==> src/rtl/alu_result_fifo.sv <==
// Result buffer between the 32-bit ALU and write-back: DEPTH-entry circular FIFO
// carrying result, carry-out and destination tag, with a locally regenerated zero flag.
module alu_result_fifo #(
    parameter int DEPTH = 4,
    parameter int TAG_W = 5
) (
    input  logic                     clk,
    input  logic                     rst_n,
    input  logic                     flush,
    input  logic                     in_valid,
    output logic                     in_ready,
    input  logic [31:0]              in_result,
    input  logic                     in_cout,
    input  logic [TAG_W-1:0]         in_tag,
    output logic                     out_valid,
    input  logic                     out_ready,
    output logic [31:0]              out_result,
    output logic                     out_zero,
    output logic                     out_cout,
    output logic [TAG_W-1:0]         out_tag,
    output logic [$clog2(DEPTH):0]   count,
    output logic                     drop_err
);

    localparam int PTR_W = $clog2(DEPTH);
    localparam int CNT_W = PTR_W + 1;

    typedef struct packed {
        logic [31:0]      result;
        logic             cout;
        logic [TAG_W-1:0] tag;
    } entry_t;

    entry_t             r_mem [DEPTH];
    logic [PTR_W-1:0]   r_wr_ptr;
    logic [PTR_W-1:0]   r_rd_ptr;
    logic [CNT_W-1:0]   r_count;
    logic               r_drop_err;

    logic               w_full;
    logic               w_empty;
    logic               w_push;
    logic               w_pop;
    entry_t             w_head;

    // Full/empty come from the occupancy count, so pointer equality is never ambiguous.
    assign w_full  = (r_count == CNT_W'(DEPTH));
    assign w_empty = (r_count == '0);
    assign w_push  = in_valid && !w_full && !flush;
    assign w_pop   = !w_empty && out_ready && !flush;

    // NOTE: the storage array has no reset; occupancy decides what is valid, and
    // leaving it out of the reset net keeps it a plain register file/RAM.
    always_ff @(posedge clk) begin
        if (w_push) begin
            r_mem[r_wr_ptr] <= '{result: in_result, cout: in_cout, tag: in_tag};
        end
    end

    // NOTE: sequential state uses non-blocking assignments so every register
    // samples pre-edge values, independent of statement order.
    always_ff @(posedge clk or negedge rst_n) begin
        if (!rst_n) begin
            r_wr_ptr   <= '0;
            r_rd_ptr   <= '0;
            r_count    <= '0;
            r_drop_err <= 1'b0;
        end else begin
            if (in_valid && w_full) begin
                r_drop_err <= 1'b1;
            end
            if (flush) begin
                r_wr_ptr <= '0;
                r_rd_ptr <= '0;
                r_count  <= '0;
            end else begin
                if (w_push) begin
                    r_wr_ptr <= r_wr_ptr + PTR_W'(1);
                end
                if (w_pop) begin
                    r_rd_ptr <= r_rd_ptr + PTR_W'(1);
                end
                case ({w_push, w_pop})
                    2'b10:   r_count <= r_count + CNT_W'(1);
                    2'b01:   r_count <= r_count - CNT_W'(1);
                    default: r_count <= r_count;
                endcase
            end
        end
    end

    // NOTE: default assignment first so the empty case cannot infer a latch.
    always_comb begin
        w_head = '0;
        if (!w_empty) begin
            w_head = r_mem[r_rd_ptr];
        end
    end

    assign in_ready   = !w_full;
    assign out_valid  = !w_empty;
    assign out_result = w_head.result;
    assign out_cout   = w_head.cout;
    assign out_tag    = w_head.tag;
    assign out_zero   = (w_head.result == 32'd0) && !w_empty;
    assign count      = r_count;
    assign drop_err   = r_drop_err;

endmodule

==> config.mk <==
export PLATFORM = sky130hd
export DESIGN_NAME = alu_result_fifo
export DESIGN_NICKNAME = d
export VERILOG_FILES = /design/src/rtl/alu_result_fifo.sv
export SDC_FILE = /design/constraint.sdc
export NUM_CORES = 1
export LEC_CHECK = 0
export ABC_AREA = 0
export ABC_CLOCK_PERIOD_IN_PS = 2700
export CORE_MARGIN = 2
export CORE_UTILIZATION = 54
export CTS_CLUSTER_SIZE = 40
export DETAILED_ROUTE_END_ITERATION = 7
export HOLD_SLACK_MARGIN = 0.1
export PLACE_DENSITY = 0.79
export SYNTH_ARGS = -nofsm -noshare
export SYNTH_HDL_FRONTEND = slang
export SYNTH_SLANG_ARGS = --single-unit
export TNS_END_PERCENT = 20
==> constraint.sdc <==
create_clock -name clk -period 2.7 [get_ports clk]
set_input_delay 0.405 -clock clk [delete_from_list [all_inputs] [get_ports clk]]
set_output_delay 0.405 -clock clk [all_outputs]
set_load 0.02 [all_outputs]
# Word level (Yosys, flattened, before mapping)
# Memories as Yosys holds them, arrays and structs flattened.
# Index checks and enable logic that the tools add are counted.
# totals
out_inout_bits	45
ff_bits	8
memories	1
mem_bits_ro	0
mem_bits_rw	152
in_bits	43
latchBits	0
# memory_table
name	depth	word_bits	rd	rd_clocked_by_memory_dff	write_ports	line	rtl
r_mem	4	38	1	0	1	34	entry_t r_mem [DEPTH];
# classes
reduce_logical	14
add_sub_neg	4
magnitude_cmp	0
div	0
multipliers	0
n_bitwise	0
n_eq_ne	3
muxes	9
n_shift	0
# op_table
op	count
2-to-1 mux 38 bit	1
zero test 32 bit	1
2-to-1 mux 2 bit	4
logical AND 1 bit	6
one-hot mux 3 bit (2 select lines)	1
adder 2 x 1 -> 2 bit (second input constant)	2
nonzero test 2 bit	2
adder 3 x 1 -> 3 bit (second input constant)	1
== test 3 bit (second input constant)	1
zero test 1 bit	3
zero test 3 bit	1
2-to-1 mux 3 bit	1
nonzero test 3 bit	1
subtractor 3 x 1 -> 3 bit (second input constant)	1
== test 2 x 1 -> 1 bit (second input constant)	1
== test 2 bit (second input constant)	1
2-to-1 mux 1 bit	2

# Longest topological paths before layout
# logic_depth
word_depth	7
mapped_depth	9

# Worst setup path before layout
# OpenSTA, ideal clock, no wires.
# synth_timing
path_type	reg-to-reg
from	reg r_count[0] (netlist: count[0])
to	mem r_mem[0][0] in the netlist's numbering, enable pin
required_ns	2.301
setup_slack_ns	0.225
arrival_ns	2.076
n_path_buf	0
path_stages_with_launch	6
cell_sequence	dfrtp_1 nor3b_1 inv_2 nand2_1 nor2_1 and2_1
# synth_via
elab_chain_len	6
# synth_lines
element	line	rtl
start: declaration	37	logic [CNT_W-1:0] r_count;
start signal: assignment	84	2'b10: r_count <= r_count + CNT_W'(1);
start signal: assignment	85	2'b01: r_count <= r_count - CNT_W'(1);
start signal: assignment	86	default: r_count <= r_count;
== test 3 bit	47	assign w_full = (r_count == CNT_W'(DEPTH));
zero test 1 bit	--	
named net in_ready	11	output logic in_ready,
logical AND 1 bit (2 in a row)	49	assign w_push = in_valid && !w_full && !flush;
2-to-1 mux 1 bit	55	if (w_push) begin
2-to-1 mux 1 bit (not written as such)	56	r_mem[r_wr_ptr] <= '{result: in_result, cout: in_cout, tag: in_tag};
end: declaration	34	
# The timed path passes the listed nets, and every way through them passes these cells.

# Final worst setup path
# layout_timing
from	reg r_rd_ptr[0]
to	out out_zero
# layout_via
elab_chain_len	4
# layout_lines
element	line	rtl
start: declaration	36	logic [PTR_W-1:0] r_rd_ptr;
start signal: assignment	81	r_rd_ptr <= r_rd_ptr + PTR_W'(1);
memory (4 x 38 bit)	--	
2-to-1 mux 38 bit	95	if (!w_empty) begin
zero test 32 bit	105	assign out_zero = (w_head.result == 32'd0) && !w_empty;
logical AND 1 bit	105	
end: declaration	18	output logic out_zero,
# No other way between the ends.

==> flow_metrics.tcl <==
set metrics [dict create \
    outcome "finished with violations" \
    violations "negative setup slack" \
    tightest_slew_ns 0.463 \
    switching_power_mw 2.45 \
    drive_gt1_frac 0.272 \
    place_ws_ns -0.284 \
    netlist_instances 311 \
    place_inst 546 \
    final_area_sq_um 8300 \
    clock_sinks 160 \
    syn_avg_cell_area_sq_um 20.5 \
    finalNonFillerCells 588 \
    clk_path_buf_depth 2 \
    grtUsageTotal 0.215 \
    htree_levels 4 \
    start_util 0.555 \
    worstPathMaxFanout 5 \
    wl_per_cell_um 21.1 \
    cts_hold_buf 0 \
    core_area_sq_um 11500 \
    total_power_mw 8.20 \
    sw_frac_of_total 0.299 \
    ctsRootBufferMaster "clkbuf_16" \
    cp-end-kind "primary output" \
    p_comb_frac 0.348 \
    grt_max_degree 24 \
    hp-class "primary input to async pin" \
    p_clk_frac 0.293 \
    required_ns 2.30 \
    antenna_found_initial 0 \
    finalCritPeriodShare 1.07 \
    intPower_mw 5.75 \
    max_clock_freq_mhz 347 \
    area_growth_pct 30.4 \
    worstPathArrival_ns 2.48 \
    cp-start-kind "register" \
    register_area_sq_um 4770 \
    n_antenna_cell 0 \
    pwr-share-seq 0.359 \
    place_area_sq_um 7510 \
    ys_seq_area_frac 0.749 \
    dr.pass1.iters 5 \
    num_io_pins 88 \
    path_class "register to primary output" \
    ys_ff_latch 160 \
    syn_nets 359 \
    ir_drop_v 0.000795 \
    routed_wl_um 12400 \
    tritoncts "done" \
    setup_violations 1 \
    routabilityCongestion 0.743 \
    detail-route-antenna-nets 0 \
    ys_warn_count 0 \
    drc 0 \
    vias 3349 \
    fin_tns_setup_ns -0.182 \
    grt_overflow 0 \
    num-nets-final 480 \
    cts_buffers 17 \
    die_h_um 113 \
    fillers 693 \
    mostFrequentLayoutCells "152 x edfxtp_1, 48 x clkdlybuf4s50_1, 38 x mux4_2, 38 x and2_1, 28 x dlygate4sd2_1" \
    period_needed_ns 2.88 \
    hold_viol 0 \
    syn-cell-area_sq_um 6360 \
    die_area_sq_um 12700 \
    multi_input_area_sq_um 1580 \
    rows 39 \
    p_per_area_nw_per_um2 988 \
    rsz0062_at_grt "yes" \
    maxSlewViolCount 0 \
    grt_pass1_vias 3646 \
    clk_latency_ns 0.42 \
    drt_iter0_drc 280 \
    dpl.hpwl_um 7830 \
    fin_ws_ns -0.182 \
    die_x_um 113 \
    finalClockSkew_ns 0.0103 \
    maxCapViolCount 0 \
    synth_cell_type_count 35 \
    leakagePower_nw 2.87 \
    clkTransAtPathRegs_ns 0.06 \
    final_common_cell "edfxtp_1" \
    grt_first_pass_wirelength_um 20000 \
    relSlewSlack 0.690 \
    port_buffers 87 \
    vias_per_cell 5.70 \
]
flip-flops by register name (all words and copies together), names as in the netlist:
name / flops
count: 3
r_mem: 152
r_wr_ptr: 2
r_rd_ptr: 2
drop_err: 1
Yosys cell counts, drive strengths merged:
library cell / instances / area [sq um]
edfxtp: 152 / 4560
and2: 42 / 263
mux4: 38 / 856
nor2: 9 / 33.8
clkbuf: 8 / 30.0
dfrtp: 8 / 200
buf: 7 / 68.8
nor4: 7 / 50.1
inv: 5 / 18.8
ha: 4 / 50.1
nand2: 4 / 15.0
nand3: 4 / 20.0
a21oi: 2 / 10.0
nand4: 2 / 12.5
nor3: 2 / 15.0
o21ai: 2 / 10.0
xnor2: 2 / 17.5
a21bo: 1 / 10.0
a21o: 1 / 7.51
a31oi: 1 / 6.26
fa: 1 / 20.0
nor3b: 1 / 7.51
nor4b: 1 / 8.76
o21bai: 1 / 7.51
o221ai: 1 / 8.76
o31a: 1 / 8.76
o31ai: 1 / 7.51
or3: 1 / 6.26
xnor3: 1 / 22.5
xor2: 1 / 8.76
worst paths after layout:
check	start	endpoint	slack, ns	cells past startpoint
setup / recovery	r_rd_ptr[0]	out_zero	-0.18	6
hold / removal	rst_n	drop_err	0.30	1
setup reg to reg	count[1]	count[2]	0.38	8
hold reg to reg	drop_err	drop_err	0.47	1
max in group asynchronous	rst_n	r_rd_ptr[0]	2.05	1
min in group clk	drop_err	drop_err	0.47	1
through the flow:
step           hold WS, ns   util
2_1_floorplan        0.109      -
3_3_place_gp         0.443  0.655
3_5_place_dp         0.453  0.655
4_1_cts              0.303  0.719
5_1_grt              0.317  0.724
6_report             0.299  0.724
kinds of logic (layout without fill, tap and decap cells):
logic type	count (synthesis)	after routing	synth area share
flops	160	160	0.749
simple gates	73	73	0.0678
mux	38	38	0.134
buf+inv	20	154	0.0185
compound gates	11	11	0.0120
fa+ha+maj	5	5	0.0110
xor+xnor	4	4	0.00767
layer usage:
layer,part of all wire,track usage
met1,0.40,0.280
met2,0.52,0.354
met3,0.071,0.0524
met4,0.011,0.0854
met5,0,0
worst max-delay path: stages, from the launching register on:
cell and delay, ns:
dfrtp_2 0.43, buf_6 0.14, bufbuf_16 0.26, mux4_2 0.50, or3_4 0.40, nor3_2 0.17, buf_4 0.16
power groups by stage:
stage / Combinational (mW) / Clock (mW) / Sequential (mW)
5_1_grt: 3.06 / 2.54 / 2.96
3_3_place_gp: 2.75 / 0 / 2.98
6_report: 2.85 / 2.40 / 2.94
2_1_floorplan: 1.60 / 0 / 3.01
4_1_cts: 2.82 / 2.44 / 2.94
3_5_place_dp: 2.77 / 0 / 2.99
cell type report:
type                       instances  area share
clock buffer                      21      0.0555
clock inverter                    11      0.0169
inverter                           5     0.00226
multi-input combinational        131       0.190
sequential                       160       0.574
tap                              143      0.0216
timing repair buffer             117       0.139
timing repair:
item | in CTS | in global routing
gates resized for setup | 54 | 25
buffers inserted | 4 | 4
cloned | 3 | 0
pin swaps | 3 | 6
endpoints found under the setup margin | 39 | 6
Power figures use the tool's default switching activity.
